[config.mk]
export PLATFORM = sky130hd
export DESIGN_NAME = sw_input_conditioner_flat
export DESIGN_NICKNAME = d
export VERILOG_FILES = /design/src/rtl/sw_input_conditioner_pkg.sv /design/src/rtl/sw_input_conditioner_if.sv /design/src/rtl/sw_input_conditioner_debounce_channel.sv /design/src/rtl/sw_input_conditioner.sv /design/src/flat_wrapper.sv
export SDC_FILE = /design/constraint.sdc
export NUM_CORES = 1
export LEC_CHECK = 0
export CORE_MARGIN = 1
export CORE_UTILIZATION = 57
export CTS_BUF_LIST = sky130_fd_sc_hd__clkbuf_4
export CTS_CLUSTER_DIAMETER = 120
export CTS_CLUSTER_SIZE = 25
export DETAILED_ROUTE_END_ITERATION = 16
export PLACE_DENSITY = 0.92
export SETUP_SLACK_MARGIN = 0.02
export SYNTH_ARGS = -nofsm -noshare
export SYNTH_HDL_FRONTEND = slang
export SYNTH_SLANG_ARGS = --single-unit
export TNS_END_PERCENT = 30
[constraint.sdc]
create_clock -name clk -period 2.6 [get_ports clk]
set_input_delay 0.26 -clock clk [delete_from_list [all_inputs] [get_ports clk]]
set_output_delay 0.26 -clock clk [all_outputs]
set_load 0.01 [all_outputs]
[src/rtl/sw_input_conditioner_pkg.sv]
// -----------------------------------------------------------------------------
// sw_input_conditioner_pkg
// Shared constants for the switch/sensor input conditioner and the blocks that
// consume its outputs (traffic-light controller, BCD clock).
//   - default debounce length and default channel/counter geometry
//   - symbolic indices of the board switch channels
// No ports (package).
// -----------------------------------------------------------------------------
package sw_input_conditioner_pkg;

   // Default number of consecutive fast-clock cycles a synchronised input must
   // disagree with the debounced level before the level flips.
   localparam int DEFAULT_STABLE_CYCLES = 65536;

   // Default geometry of the conditioner instance on the board.
   localparam int DEFAULT_N_CH  = 4;
   localparam int DEFAULT_CNT_W = 8;

   // Which conditioned channel feeds which function downstream.
   typedef enum logic [1:0] {
      SW_RESET   = 2'd0,
      SW_ENA     = 2'd1,
      SW_SENSOR1 = 2'd2,
      SW_SENSOR2 = 2'd3
   } swChannelE;

   // Bit offset of a channel's edge counter inside the packed count bus.
   function automatic int countLsb(input int channel, input int cntWidth);
      return channel * cntWidth;
   endfunction

endpackage

[src/rtl/sw_input_conditioner_if.sv]
// -----------------------------------------------------------------------------
// sw_input_conditioner_if
// Bundles the conditioner's data signals so the board top can pass them as one
// port.  Clock and reset are kept as plain ports on the modules.
// Signals:
//   raw_i    [N_CH]         raw asynchronous switch/sensor inputs
//   cnt_clr                 synchronous clear of all edge counters
//   level_o  [N_CH]         debounced level per channel
//   rise_o   [N_CH]         one-cycle pulse when level goes 0->1
//   fall_o   [N_CH]         one-cycle pulse when level goes 1->0
//   count_o  [N_CH*CNT_W]   per-channel rising-edge count, channel c at
//                           [c*CNT_W +: CNT_W]
// Modports:
//   master   the side that supplies raw inputs and consumes clean outputs
//   slave    the conditioner itself
// -----------------------------------------------------------------------------
interface sw_input_conditioner_if
   import sw_input_conditioner_pkg::*;
#(
   parameter int N_CH  = DEFAULT_N_CH,
   parameter int CNT_W = DEFAULT_CNT_W
);

   logic [N_CH-1:0]       raw_i;
   logic                  cnt_clr;
   logic [N_CH-1:0]       level_o;
   logic [N_CH-1:0]       rise_o;
   logic [N_CH-1:0]       fall_o;
   logic [N_CH*CNT_W-1:0] count_o;

   modport master (
      output raw_i,
      output cnt_clr,
      input  level_o,
      input  rise_o,
      input  fall_o,
      input  count_o
   );

   modport slave (
      input  raw_i,
      input  cnt_clr,
      output level_o,
      output rise_o,
      output fall_o,
      output count_o
   );

endinterface

[src/rtl/sw_input_conditioner_debounce_channel.sv]
// -----------------------------------------------------------------------------
// debounce_channel
// One bit of the input conditioner: two-flop synchroniser, counter-based
// debounce, registered clean level and registered one-cycle rise/fall pulses.
// Parameters:
//   STABLE_CYCLES  consecutive clocks the synchronised input must differ from
//                  the level before the level flips (>= 2)
// Ports:
//   clk       in   board clock, rising edge
//   reset_n   in   asynchronous active-low reset
//   i_raw     in   raw asynchronous input
//   o_level   out  debounced level
//   o_rise    out  one-cycle pulse in the first cycle o_level shows 1
//   o_fall    out  one-cycle pulse in the first cycle o_level shows 0
// -----------------------------------------------------------------------------
module debounce_channel
   import sw_input_conditioner_pkg::*;
#(
   parameter int STABLE_CYCLES = DEFAULT_STABLE_CYCLES
)(
   input  logic clk,
   input  logic reset_n,
   input  logic i_raw,
   output logic o_level,
   output logic o_rise,
   output logic o_fall
);

   localparam int            CW   = $clog2(STABLE_CYCLES);
   localparam logic [CW-1:0] LAST = CW'(STABLE_CYCLES - 1);

   logic          r_sync1;
   logic          r_sync2;
   logic          r_level;
   logic          r_rise;
   logic          r_fall;
   logic [CW-1:0] r_cnt;

   logic          w_differs;
   logic          w_flip;

   // Two-flop synchroniser; nothing downstream ever looks at r_sync1 or the
   // raw pin directly, only at r_sync2.
   always_ff @(posedge clk or negedge reset_n) begin
      if (!reset_n) begin
         r_sync1 <= 1'b0;
         r_sync2 <= 1'b0;
      end else begin
         r_sync1 <= i_raw;
         r_sync2 <= r_sync1;
      end
   end

   // The level flips on the cycle the disagreement has lasted STABLE_CYCLES
   // clocks; the counter saturates at LAST and is then consumed by the flip.
   assign w_differs = (r_sync2 != r_level);
   assign w_flip    = w_differs && (r_cnt == LAST);

   // Debounce counter, clean level and edge pulses.  Any cycle where the
   // synchronised input agrees with the level restarts the count, so a glitch
   // shorter than STABLE_CYCLES never reaches o_level.  The pulses are set on
   // the same edge as the level so they line up with its first new cycle.
   always_ff @(posedge clk or negedge reset_n) begin
      if (!reset_n) begin
         r_cnt   <= '0;
         r_level <= 1'b0;
         r_rise  <= 1'b0;
         r_fall  <= 1'b0;
      end else begin
         r_rise <= w_flip &&  r_sync2;
         r_fall <= w_flip && !r_sync2;
         if (w_flip) begin
            r_level <= r_sync2;
            r_cnt   <= '0;
         end else if (w_differs) begin
            r_cnt   <= r_cnt + CW'(1);
         end else begin
            r_cnt   <= '0;
         end
      end
   end

   assign o_level = r_level;
   assign o_rise  = r_rise;
   assign o_fall  = r_fall;

endmodule

[src/rtl/sw_input_conditioner.sv]
// -----------------------------------------------------------------------------
// sw_input_conditioner
// Conditions the raw board switch/sensor pins before they reach the
// traffic-light controller and BCD clock.  Runs on the fast board clock, ahead
// of the clock divider.  Each channel is an independent debounce_channel; the
// optional per-channel rising-edge counters live here.
// Optional feature macro:
//   SW_COND_EDGE_COUNT_EN  when defined, builds saturating rising-edge counters
//                          cleared by cnt_clr; when undefined, count_o is tied
//                          to 0 and cnt_clr is ignored.  Ports are identical.
// Parameters:
//   N_CH           number of input channels
//   STABLE_CYCLES  debounce length in clocks (>= 2)
//   CNT_W          width of each edge counter
// Ports:
//   clk       in   board clock, rising edge
//   reset_n   in   asynchronous active-low reset
//   bus       slave modport of sw_input_conditioner_if (raw_i, cnt_clr in;
//             level_o, rise_o, fall_o, count_o out)
// -----------------------------------------------------------------------------
module sw_input_conditioner
   import sw_input_conditioner_pkg::*;
#(
   parameter int N_CH          = DEFAULT_N_CH,
   parameter int STABLE_CYCLES = DEFAULT_STABLE_CYCLES,
   parameter int CNT_W         = DEFAULT_CNT_W
)(
   input  logic                  clk,
   input  logic                  reset_n,
   sw_input_conditioner_if.slave bus
);

   logic [N_CH-1:0] w_level;
   logic [N_CH-1:0] w_rise;
   logic [N_CH-1:0] w_fall;

   // One fully independent conditioner per channel, so simultaneous edges on
   // several channels all come out in the same cycle.
   for (genvar c = 0; c < N_CH; c++) begin : g_ch
      debounce_channel #(
         .STABLE_CYCLES (STABLE_CYCLES)
      ) u_chan (
         .clk     (clk),
         .reset_n (reset_n),
         .i_raw   (bus.raw_i[c]),
         .o_level (w_level[c]),
         .o_rise  (w_rise[c]),
         .o_fall  (w_fall[c])
      );
   end

   assign bus.level_o = w_level;
   assign bus.rise_o  = w_rise;
   assign bus.fall_o  = w_fall;

`ifdef SW_COND_EDGE_COUNT_EN

   localparam logic [CNT_W-1:0] CNT_MAX = '1;

   logic [N_CH*CNT_W-1:0] r_count;

   // Saturating rising-edge counters.  The clear is checked first so that a
   // clear arriving in the same cycle as a rise pulse leaves the count at 0.
   always_ff @(posedge clk or negedge reset_n) begin
      if (!reset_n) begin
         r_count <= '0;
      end else if (bus.cnt_clr) begin
         r_count <= '0;
      end else begin
         for (int c = 0; c < N_CH; c++) begin
            if (w_rise[c] && (r_count[countLsb(c, CNT_W) +: CNT_W] != CNT_MAX)) begin
               r_count[countLsb(c, CNT_W) +: CNT_W] <=
                  r_count[countLsb(c, CNT_W) +: CNT_W] + CNT_W'(1);
            end
         end
      end
   end

   assign bus.count_o = r_count;

`else

   logic w_unusedClr;

   // Counter build disabled: keep the port shape, drive zeros, and swallow
   // the clear input.
   assign bus.count_o = {(N_CH*CNT_W){1'b0}};
   assign w_unusedClr = bus.cnt_clr;

`endif

endmodule
[src/flat_wrapper.sv]
// flat-port wrapper written by rule: the top's interface ports become plain ports
module sw_input_conditioner_flat import sw_input_conditioner_pkg::*;
#(
   parameter int N_CH          = DEFAULT_N_CH,
   parameter int STABLE_CYCLES = DEFAULT_STABLE_CYCLES,
   parameter int CNT_W         = DEFAULT_CNT_W
)
  (clk, reset_n, bus_raw_i, bus_cnt_clr, bus_level_o, bus_rise_o, bus_fall_o, bus_count_o);
  sw_input_conditioner_if #(.N_CH(N_CH), .CNT_W(CNT_W)) bus_i ();
  input  logic clk;
  input  logic reset_n;
  input wire logic [$bits(bus_i.raw_i)-1:0] bus_raw_i;
  input wire logic [$bits(bus_i.cnt_clr)-1:0] bus_cnt_clr;
  output wire logic [$bits(bus_i.level_o)-1:0] bus_level_o;
  output wire logic [$bits(bus_i.rise_o)-1:0] bus_rise_o;
  output wire logic [$bits(bus_i.fall_o)-1:0] bus_fall_o;
  output wire logic [$bits(bus_i.count_o)-1:0] bus_count_o;
  assign bus_i.raw_i = bus_raw_i;
  assign bus_i.cnt_clr = bus_cnt_clr;
  assign bus_level_o = bus_i.level_o;
  assign bus_rise_o = bus_i.rise_o;
  assign bus_fall_o = bus_i.fall_o;
  assign bus_count_o = bus_i.count_o;
  sw_input_conditioner #(.N_CH(N_CH), .STABLE_CYCLES(STABLE_CYCLES), .CNT_W(CNT_W)) u_core (.clk(clk), .reset_n(reset_n), .bus(bus_i));
endmodule
-- Yosys cells after proc, flatten, opt, wreduce, memory -nomap -nowiden
Cells that the tools add are included.
- mux-type cells: 8
- reduce and logical (&&, ||, !) cells: 16
- $add $sub $neg: 4
- equal/unequal tests: 8
- operators by type and width (kind ; number):
    $mux W16 ; 8
    $add A16 B1 Y16 const B ; 4
    $eq A16 B16 Y1 const B ; 4
    $logic_and A1 B1 Y1 ; 12
    $logic_not A1 Y1 ; 4
    $ne A1 B1 Y1 ; 4
- register bits after elaboration: 84
- output and inout bits: 44
- word-level logic and storage cells: 60

-- Logic depth before layout (Yosys ltp)
Gate-level depths: netlist of run 1.
- word-level depth: 3
- mapped depth: 7

-- By module
A second synthesis of run 1 with hierarchy kept.
- cells, all modules: 373
- area total of the unflattened synthesis: 4117.7 um^2
- by module, submodules not included (module ; instances ; cells an instance ; area each (um^2)):
    debounce_channel ; 4 ; 85 ; 968.4
    sw_input_conditioner ; 1 ; 33 ; 244.0

-- Least setup slack after synthesis of run 1
No wires, ideal clock.
- path kind: reg-to-reg
- start: register u_core.g_ch[1].u_chan.r_cnt[0]
- end: register u_core.g_ch[1].u_chan.r_level
- stages on the path, launching flop included: 6
- library setup time: 0.125 ns
- slack: 0.547 ns
- arrival: 1.928 ns
- cell sequence: dfrtp_1 -> ha_1 -> nand4_2 -> or4_4 -> or3_4 -> mux2_4
- cells in the longest elaborated chain, start to end: 2
- ends and longest elaborated chain (what ; line ; source):
    from (decl) ; sw_input_conditioner_debounce_channel.sv:37 ; logic [CW-1:0] r_cnt;
    from (signal assigned) ; sw_input_conditioner_debounce_channel.sv:76 ; r_cnt <= r_cnt + CW'(1);
    $eq A16 B16 Y1 ; sw_input_conditioner_debounce_channel.sv:57 ; assign w_flip = w_differs && (r_cnt == LAST);
    $logic_and A1 B1 Y1 ; sw_input_conditioner_debounce_channel.sv:57 ;
    to (signal assigned) ; sw_input_conditioner_debounce_channel.sv:73 ; r_level <= r_sync2;
    to (decl) ; sw_input_conditioner_debounce_channel.sv:34 ; logic r_level;
No other way between the ends.
A chain may end at the register's enable or synchronous reset.

-- Worst setup path after layout of run 1
- start: register u_core.g_ch[0].u_chan.r_cnt[0]
- end: register u_core.g_ch[0].u_chan.r_cnt[9]
- cells in the longest elaborated chain, start to end: 3
- ends and longest elaborated chain (what ; line ; source):
    from (decl) ; sw_input_conditioner_debounce_channel.sv:37 ;
    from (signal assigned) ; sw_input_conditioner_debounce_channel.sv:76 ;
    $add A16 B1 Y16 or $eq A16 B16 Y1 (tied branches) ; sw_input_conditioner_debounce_channel.sv:76, sw_input_conditioner_debounce_channel.sv:57 ;
    $mux W16 or $logic_and A1 B1 Y1 (tied branches) ; sw_input_conditioner_debounce_channel.sv:75, sw_input_conditioner_debounce_channel.sv:57 ;
    $mux W16 (*) ; sw_input_conditioner_debounce_channel.sv:72 ; if (w_flip) begin
Every way passes the cells marked *; elsewhere a longest branch is shown, timed or not.

==> results of run 1 <==
==> sequential cells by signal (all words and copies together) (netlist names) <==
| name | count |
|---|---|
| u_core.g_ch.u_chan.o_fall | 4 |
| u_core.g_ch.u_chan.r_sync2 | 4 |
| u_core.g_ch.u_chan.r_sync1 | 4 |
| u_core.g_ch.u_chan.r_cnt | 64 |
| u_core.g_ch.u_chan.o_level | 4 |
| u_core.g_ch.u_chan.o_rise | 4 |
==> final timing paths <==
check / slack, ns / endpoint / cells after the start / start
max: 0.35 / u_core.g_ch[0].u_chan.r_cnt[9]$_DFF_PN0_ / 5 / u_core.g_ch[0].u_chan.r_cnt[0]$_DFF_PN0_
min: 0.26 / u_core.g_ch[2].u_chan.r_sync1$_DFF_PN0_ / 1 / bus_raw_i[2]
max reg2reg: 0.35 / u_core.g_ch[0].u_chan.r_cnt[9]$_DFF_PN0_ / 5 / u_core.g_ch[0].u_chan.r_cnt[0]$_DFF_PN0_
min reg2reg: 0.36 / u_core.g_ch[2].u_chan.r_sync2$_DFF_PN0_ / 0 / u_core.g_ch[2].u_chan.r_sync1$_DFF_PN0_
max in group asynchronous: 1.65 / u_core.g_ch[3].u_chan.r_cnt[14]$_DFF_PN0_ / 3 / reset_n
min in group asynchronous: 0.35 / u_core.g_ch[2].u_chan.r_cnt[6]$_DFF_PN0_ / 2 / reset_n
==> synthesized netlist by cell type (2+ instances only) <==
library cell / number / area, sq um
a21oi_1: 6 / 30.0
and3_1: 4 / 25.0
and4_1: 4 / 35.0
buf_2: 2 / 10.0
buf_4: 46 / 345
dfrtp_1: 84 / 2100
ha_1: 4 / 50.1
inv_1: 14 / 52.6
mux2_2: 2 / 22.5
nand2_1: 18 / 67.6
nand3_1: 22 / 110
nand4_1: 18 / 113
nand4_2: 2 / 25.0
nor2_1: 68 / 255
nor3_1: 12 / 60.1
nor3b_1: 4 / 30.0
nor4_1: 10 / 62.6
o21ai_0: 5 / 25.0
or3_1: 4 / 25.0
or4_1: 3 / 22.5
xnor2_1: 37 / 324
xor2_1: 18 / 158
==> per-layer routing <==
metal  wire [um]  part of all wire, %
met3         269                  4.1
met2        3450                   53
met5           0                    0
met1        2760                   42
met4          57                 0.87
==> through the flow <==
step	hold WS [ns]	instances
after floorplan	-0.0356	432
after global placement	0.279	500
after detailed placement	0.284	500
after CTS	0.247	517
after global routing	0.247	517
final	0.264	517
==> where the power goes <==
| group | total (mW) | internal, mW | switching [mW] | leakage (nW) |
|---|---|---|---|---|
| Combinational | 0.108 | 0.0310 | 0.0767 | 0.623 |
| Clock | 0.626 | 0.212 | 0.414 | 0.0603 |
| Sequential | 1.35 | 1.33 | 0.0229 | 1.15 |
| Total | 2.08 | 1.57 | 0.513 | 1.83 |
==> worst max-delay path, delay by kind of cell, from the launching register on <==
kind / cells / cell delay (ns)
fa+ha+maj: 1 / 0.23
simple gates: 4 / 1.46
flops: 1 / 0.43
==> cell families after synthesis <==
kind of cell	synth area share (%)
mux	0.923
other cells	0.0922
compound gates	2.37
buf+inv	10.1
xor+xnor	11.8
fa+ha+maj	1.23
simple gates	21.7
flops	51.7
==> area by class of cell <==
| class | count | area, sq um |
|---|---|---|
| tap | 96 | 120 |
| fill | 566 | 2560 |
| sequential | 84 | 2100 |
| timing repair buffer | 22 | 220 |
| inverter | 14 | 52.6 |
| clock buffer | 11 | 82.6 |
| multi-input combinational | 285 | 1670 |
| clock inverter | 5 | 28.8 |
==> qor.txt, run 1 <==
Final Skew -> 0.0111 ns
Slew Limit Fails -> 0
worst rel slew slack -> 64.1%
CTS tree -> yes
met1 usage -> 24.4%
first-pass GRT wire length -> 11.6 mm
GRT busiest layer -> met2
Area growth, synth to finish -> 5.14%
Power Dens Cells -> 487 mW/mm^2
Reg clk slew, reported paths -> 0.12 ns
diode count -> 0
Congestion Overflow GR -> 0
ANT nets after route -> 0
Worst path max stage delay -> 0.68 ns
Synth Cell Area -> 0.00407 sq mm
GR Util met3 -> 6.10%
drt pass-1 iters -> 5
worst path cell trace -> ha_1 > nand4_1 > or4_1 > nand2_1 > nor2_1
hpwl dp -> 4.66 mm
ys async rst share -> 100%
Post-Place Setup Slack -> 0.359 ns
PnR worst setup slack -> 0.348 ns
Area after DPL -> 0.00415 sq mm
Die W -> 86.5 um
commonest cells after routing, fill and taps aside -> dfrtp_1 (84), nor2_1 (68), xnor2_1 (37)
RSZ-0062 raised after global routing -> false
Max Freq -> 444 MHz
Clock Latency Late Sink -> 0.42 ns
crit-path max FO -> 15
fin area -> 0.00428 sq mm
TNS Setup -> 0 ns
root buf cell -> clkbuf_4
Leak -> 1.83 nW
I/O Buffers -> 17
Netlist cell types -> 36
hold bufs inserted after CTS -> 1
final hold violation count -> 0
Seq cells post-synth -> 84
Worst EP arrival -> 2.54 ns
Setup Viol. Count Final -> 0
Starting Density -> 59.5%
crit path kind -> flip-flop to flip-flop
initial DRC count -> 96
routed vias/inst -> 5.21
hold crit path type -> input pin to flip-flop
CTS Buf Count -> 9
clk sinks -> 84
PostCTS Resize Cnt -> 0
met2 Resource Use GR -> 35.1%
Pwr Total -> 2.08 mW
WP data required -> 2.89 ns
Least-Margin Pin Slew -> 0.538 ns
VDD IR-drop max -> 0.285 mV
most common cell after layout, fill and taps aside -> dfrtp_1
Crit-path slowest cell -> or4_1
initial antenna violation count -> 0
Period minus WS final -> 2.25 ns
Die ar. -> 0.00748 sq mm
GRT Util Overall -> 20.2%
largest net degree at the start of global routing -> 44
via count -> 2696
htree depth -> 3
run status -> completed
Max-Cap Viols -> 0
Mapped Cells -> 401
final net count -> 427
YS warnings -> 0
Post-route DRC -> 0
element type at the critical path end -> flip-flop
Post-synth EDFFs -> 0
final wirelength -> 6.53 mm
overall die height -> 86.5 um
vias in the first global route -> 2616
Ports -> 51
layout cell share with drive strength beyond 1 -> 7.36%
CTS max path bufs -> 2
Layout Utilization -> 62.6%
row cnt -> 30
register area share after synthesis -> 51.7%
Avg Inst Size Synth -> 10.1 sq um
Core Area -> 0.00683 sq mm
Startpoint Class -> flip-flop
Routed WL per cell -> 12.6 um
Main synth FF type -> dfrtp_1
gpl congestion -> 0.884
# Post-CTS Setup Buffers -> 0
final worst-path cycle share -> 86.6%
(Power assumes the default switching activity.)
==> run 2, diff against run 1 <==
Settings changed: SKIP_CTS_REPAIR_TIMING from default to 1.
==> run 2 against run 1 <==
  * Final area unchanged
  * Non-clock buffer count unchanged
  * Hold slack better by 0.0035 ns
  * Total power about the same
  * Highest routed layer unchanged
==> qor.txt, run 2 (synthesis results as in run 1) <==
Congestion Overflow GR -> 0 (unchanged)
GRT Util Overall -> 20.1% (-0.021 points)
Ports -> 51 (unchanged)
crit path kind -> flip-flop to flip-flop
Period minus WS final -> 2.26 ns (+0.00401 ns)
Routed WL per cell -> 12.6 um (-0.32%)
layout cell share with drive strength beyond 1 -> 7.36% (unchanged)
hpwl dp -> 4.66 mm (unchanged)
Core Area -> 0.00683 sq mm (unchanged)
highest metal used -> met4
final net count -> 427 (unchanged)
Post-Place Setup Slack -> 0.359 ns (unchanged)
routed vias/inst -> 5.24 (+0.41%)
CTS max path bufs -> 2 (unchanged)
Layout Utilization -> 62.6% (unchanged)
commonest cells after routing, fill and taps aside -> dfrtp_1 (84), nor2_1 (68), xnor2_1 (37)
TNS Setup -> 0 ns (unchanged)
Least-Margin Pin Slew -> 0.539 ns (+0.00122 ns)
drt pass-1 iters -> 5 (unchanged)
Reg clk slew, reported paths -> 0.12 ns (about the same)
metal3 WL -> 339 um (+26%)
Power Dens Cells -> 487 mW/mm^2 (about the same)
VDD IR-drop max -> 0.285 mV (+0.13%)
Die W -> 86.5 um (unchanged)
I/O Buffers -> 17 (unchanged)
element type at the critical path end -> flip-flop
Die ar. -> 0.00748 sq mm (unchanged)
ANT nets after route -> 0 (unchanged)
run status -> completed
CTS tree -> yes
PnR worst setup slack -> 0.344 ns (-0.00401 ns)
clk sinks -> 84 (unchanged)
Routed met2 length -> 3.42 mm (-0.75%)
overall die height -> 86.5 um (unchanged)
Worst EP arrival -> 2.54 ns (about the same)
worst rel slew slack -> 64.1% (-0.081 points)
final hold violation count -> 0 (unchanged)
Setup Viol. Count Final -> 0 (unchanged)
Final Skew -> 0.0104 ns (-0.000679 ns)
htree depth -> 3 (unchanged)
Max Freq -> 443 MHz (-0.18%)
max reg flops -> 64 (unchanged)
Leak -> 1.83 nW (unchanged)
diode count -> 0 (unchanged)
final worst-path cycle share -> 86.8% (+0.15 points)
Clock Latency Late Sink -> 0.41 ns (about the same)
RSZ-0062 raised after global routing -> false
Post-route DRC -> 0 (unchanged)
row cnt -> 30 (unchanged)
crit-path max FO -> 15 (unchanged)
Startpoint Class -> flip-flop
vias in the first global route -> 2610 (-0.23%)
Slew Limit Fails -> 0 (unchanged)
gpl congestion -> 0.884 (unchanged)
first-pass GRT wire length -> 11.6 mm (-0.17%)
via count -> 2707 (+0.41%)
Metal-1 WL -> 2.68 mm (-2.8%)
most common cell after layout, fill and taps aside -> dfrtp_1
fin area -> 0.00428 sq mm (unchanged)
hold crit path type -> input pin to flip-flop
initial antenna violation count -> 0 (unchanged)
WP data required -> 2.89 ns (about the same)
CTS Buf Count -> 9 (unchanged)
Max-Cap Viols -> 0 (unchanged)
root buf cell -> clkbuf_4
largest net degree at the start of global routing -> 44 (unchanged)
final wirelength -> 6.51 mm (-0.32%)
Starting Density -> 59.5% (unchanged)
Biggest register -> u_core.g_ch.u_chan.r_cnt
worst hold margin -> 0.268 ns (+0.00354 ns)
Area growth, synth to finish -> 5.14% (unchanged)
Area after DPL -> 0.00415 sq mm (unchanged)
initial DRC count -> 96 (unchanged)
-- run 2: area by class of cell --
| type | instances | area [sq um] |
|---|---|---|
| Timing Repair Buffer | 22 | 220 |
| Clock inverter | 5 | 28.8 |
| Clock buffer | 11 | 82.6 |
| Inverter | 14 | 52.6 |
| Sequential cell | 84 | 2100 |
| Tap cell | 96 | 120 |
| Multi-Input combinational cell | 285 | 1670 |
| Fill cell | 564 | 2560 |
-- run 2: power breakdown --
| group | switching (mW) | internal, mW |
|---|---|---|
| registers | 0.0229 | 1.33 |
| logic | 0.0766 | 0.0310 |
| clock network | 0.412 | 0.212 |
-- run 2: worst max-delay path, cell delays in order (launching register included) --
cell and delay (ns):
dfrtp_1 0.43, ha_1 0.23, nand4_1 0.24, or4_1 0.68
nand2_1 0.43, nor2_1 0.12
-- run 2: metal layers --
layer  GRT usage [%]  up-vias
li1                -     1316
met3            6.10        9
met1            24.4     1313
met2            35.1       69
met5               0        -
met4            5.45        0
-- run 2: metrics by stage --
| step | instances | total power, mW |
|---|---|---|
| final | 517 | 2.08 |
| after global routing | 517 | 2.20 |
| after CTS | 516 | 2.10 |
| after detailed placement | 500 | 1.48 |
| after global placement | 500 | 1.48 |
| after floorplan | 432 | 1.47 |
-- run 2: path summary, 6_finish.rpt --
kind | start | endpoint | slack (ns) | depth (start not counted)
min in group asynchronous | reset_n | u_core.g_ch[2].u_chan.r_cnt[6]$_DFF_PN0_ | 0.35 | 2
max in group asynchronous | reset_n | u_core.g_ch[3].u_chan.r_cnt[14]$_DFF_PN0_ | 1.64 | 3
worst min-delay path | bus_raw_i[2] | u_core.g_ch[2].u_chan.r_sync1$_DFF_PN0_ | 0.27 | 1
worst max-delay path | u_core.g_ch[0].u_chan.r_cnt[0]$_DFF_PN0_ | u_core.g_ch[0].u_chan.r_cnt[9]$_DFF_PN0_ | 0.34 | 5
worst min register to register | u_core.g_ch[2].u_chan.r_sync1$_DFF_PN0_ | u_core.g_ch[2].u_chan.r_sync2$_DFF_PN0_ | 0.36 | 0
worst max register to register | u_core.g_ch[0].u_chan.r_cnt[0]$_DFF_PN0_ | u_core.g_ch[0].u_chan.r_cnt[9]$_DFF_PN0_ | 0.34 | 5
==> run 3, diff against run 2 <==
Settings changed: ABC_AREA from default to 1, CORE_UTILIZATION 57 to 58.
==> run 3 against run 2 <==
  * Largest cell class unchanged
  * Count of clock-buffer cells in the layout is 2 lower
  * Clock skew up 0.0049 ns
  * Via count rose by 26%
  * Clock power grew 16%
==> qor.txt, run 3 <==
Least-Margin Pin Slew -> 0.556 ns (+0.0168 ns)
gpl congestion -> 0.835 (-5.5%)
CTS max path bufs -> 2 (unchanged)
largest cells by area after synthesis -> dfrtp_1 (47%), nand2_1 (12%), nor2_1 (10%)
initial DRC count -> 186 (+94%)
Max-Cap Viols -> 0 (unchanged)
Mapped Cells -> 567 (+41%)
via count -> 3423 (+26%)
worst path cell trace -> clkdlybuf4s50_1
Avg Inst Size Synth -> 7.97 sq um (-21%)
Setup Viol. Count Final -> 0 (unchanged)
Congestion Overflow GR -> 0 (unchanged)
YS warnings -> 0 (unchanged)
WP data required -> 2.34 ns (-0.55 ns)
Die W -> 90.2 um (+4.4%)
Reg clk slew, reported paths -> 0.13 ns (about the same)
Startpoint Class -> flip-flop
ys async rst share -> 100% (unchanged)
Final Skew -> 0.0154 ns (+0.00491 ns)
fin area -> 0.00475 sq mm (+11%)
routed vias/inst -> 4.98 (-5.0%)
count leader, synth -> nand2_1
drt pass-1 iters -> 5 (unchanged)
TNS Setup -> 0 ns (unchanged)
Worst path max stage delay -> 0.56 ns (-0.12 ns)
Top Family by Delay on Critical Path -> buffers and inverters
Ports -> 51 (unchanged)
FF-to-FF path depth -> 8 (+3)
diode count -> 0 (unchanged)
final worst-path cycle share -> 65.0% (-22 points)
VDD IR-drop max -> 0.238 mV (-16%)
first-pass GRT wire length -> 13.5 mm (+17%)
run status -> completed
Power Dens Cells -> 462 mW/mm^2 (-5.2%)
Post-synth EDFFs -> 0 (unchanged)
Area after DPL -> 0.00461 sq mm (+11%)
Area growth, synth to finish -> 5.18% (about the same)
Leak -> 2.07 nW (+13%)
clk sinks -> 84 (unchanged)
final hold violation count -> 0 (unchanged)
final wirelength -> 7.72 mm (+19%)
WP buf/inv -> 1 (+1)
vias in the first global route -> 3206 (+23%)
htree depth -> 3 (unchanged)
CTS Buf Count -> 9 (unchanged)
row cnt -> 31 (+3.3%)
CTS tree -> yes
hold crit path type -> input pin to flip-flop
overall die height -> 90.2 um (+4.4%)
worst rel slew slack -> 62.9% (-1.1 points)
layout cell share with drive strength beyond 1 -> 9.51% (+2.1 points)
largest net degree at the start of global routing -> 44 (unchanged)
I/O Buffers -> 17 (unchanged)
Netlist cell types -> 22 (-39%)
final net count -> 596 (+40%)
Main synth FF type -> dfrtp_1
hpwl dp -> 5.66 mm (+21%)
Clock Latency Late Sink -> 0.44 ns (+0.03 ns)
Post-route DRC -> 0 (unchanged)
hold path depth -> 1 (unchanged)
ANT nets after route -> 0 (unchanged)
Seq cells post-synth -> 84 (unchanged)
Synth Cell Area -> 0.00452 sq mm (+11%)
Die ar. -> 0.00814 sq mm (+8.9%)
max reg flops -> 64 (unchanged)
register area share after synthesis -> 46.5% (-5.2 points)
root buf cell -> clkbuf_4
Biggest register -> u_core.g_ch.u_chan.r_cnt
Core Area -> 0.00741 sq mm (+8.4%)
Starting Density -> 61.0% (+1.4 points)
most common cell after layout, fill and taps aside -> nand2_1
GRT Util Overall -> 20.7% (+0.54 points)
element type at the critical path end -> primary output
initial antenna violation count -> 0 (unchanged)
Period minus WS final -> 1.69 ns (-0.567 ns)
Slew Limit Fails -> 0 (unchanged)
crit-path max FO -> 4 (-11)
Max Freq -> 592 MHz (+34%)
Worst EP arrival -> 1.43 ns (-1.11 ns)
synth cell count leaders -> nand2_1 (144), nor2_1 (122), dfrtp_1 (84)
commonest cells after routing, fill and taps aside -> nand2_1 (144), nor2_1 (122), dfrtp_1 (84)
RSZ-0062 raised after global routing -> false
Routed WL per cell -> 11.2 um (-11%)
crit path kind -> flip-flop to primary output
Crit-path slowest cell -> clkdlybuf4s50_1
Yosys top cell area share -> 46.5% (-5.2 points)
number of cells on the critical path -> 1 (-4)
Yosys top cell by area -> dfrtp_1
run 3: cell count changes in the layout (fill, tap and decap cells not counted), moves of 5 or more:
cell / delta
a21oi_1: -5
inv_1: +38
nand2_1: +126
nand2_2: +12
nand4_1: -5
nor2_1: +54
nor2_2: +9
nor2_4: +7
nor3_1: -11
nor4_1: -10
o21bai_1: +11
xnor2_1: -26
run 3: cell families after synthesis:
logic type | after synthesis | synth area share [%]
other | 1 | 0.0830
and+or+nand+nor | 337 | 32.9
AOI/OAI and AO/OA | 17 | 2.55
adders and majority gates | 4 | 1.11
xor gates and xnor gates | 26 | 5.04
buffers and inverters | 98 | 11.8
DFF | 84 | 46.5
run 3: final timing paths:
kind | start | endpoint | slack [ns]
worst max-delay path | u_core.g_ch[1].u_chan.o_level$_DFFE_PN0P_ | bus_level_o[1] | 0.91
worst min-delay path | bus_raw_i[2] | u_core.g_ch[2].u_chan.r_sync1$_DFF_PN0_ | 0.24
worst max register to register | u_core.g_ch[3].u_chan.r_cnt[0]$_DFF_PN0_ | u_core.g_ch[3].u_chan.r_cnt[15]$_DFF_PN0_ | 1.13
worst min register to register | u_core.g_ch[0].u_chan.r_sync1$_DFF_PN0_ | u_core.g_ch[0].u_chan.r_sync2$_DFF_PN0_ | 0.36
max in group asynchronous | reset_n | u_core.g_ch[3].u_chan.r_cnt[3]$_DFF_PN0_ | 1.54
min in group asynchronous | reset_n | u_core.g_ch[3].u_chan.r_cnt[6]$_DFF_PN0_ | 0.34
run 3: cell type report:
class / count / area [sq um]
clock inverters: 6 / 63.8
multi-input cells: 416 / 2000
fillers: 565 / 2660
flip-flops and latches: 84 / 2100
clock buffers: 9 / 67.6
inverters: 54 / 203
repair buffers: 20 / 193
well taps: 99 / 124
run 3: routing by layer:
metal  vias up  routed length, um  track usage, %  share of wire (%)
li1       1698                  -               -                  -
met1      1621               3380            24.4                 44
met2        88               3920            36.1                 51
met3        16                278            4.23                3.6
met4         0                151            9.81                2.0
met5         -                  0               0                  0
run 3: power by group:
group | internal [mW] | switching (mW) | total (mW)
Sequential | 1.33 | 0.0205 | 1.35
Combinational | 0.0300 | 0.0872 | 0.117
Clock | 0.287 | 0.441 | 0.728
Total | 1.64 | 0.549 | 2.19
run 3: metrics by stage:
step | worst slack (ns) | power, mW | cells | hold WS (ns) | utilization (%)
6_report | 0.911 | 2.19 | 688 | 0.241 | 64.1
5_1_grt | 0.869 | 2.29 | 688 | 0.212 | 64.1
4_1_cts | 0.902 | 2.21 | 687 | -0.208 | 64.0
3_5_place_dp | 1.14 | 1.49 | 672 | 0.285 | 62.2
3_3_place_gp | 1.22 | 1.48 | 672 | 0.281 | 62.2
2_1_floorplan | 1.34 | 1.47 | 598 | -0.0356 | -
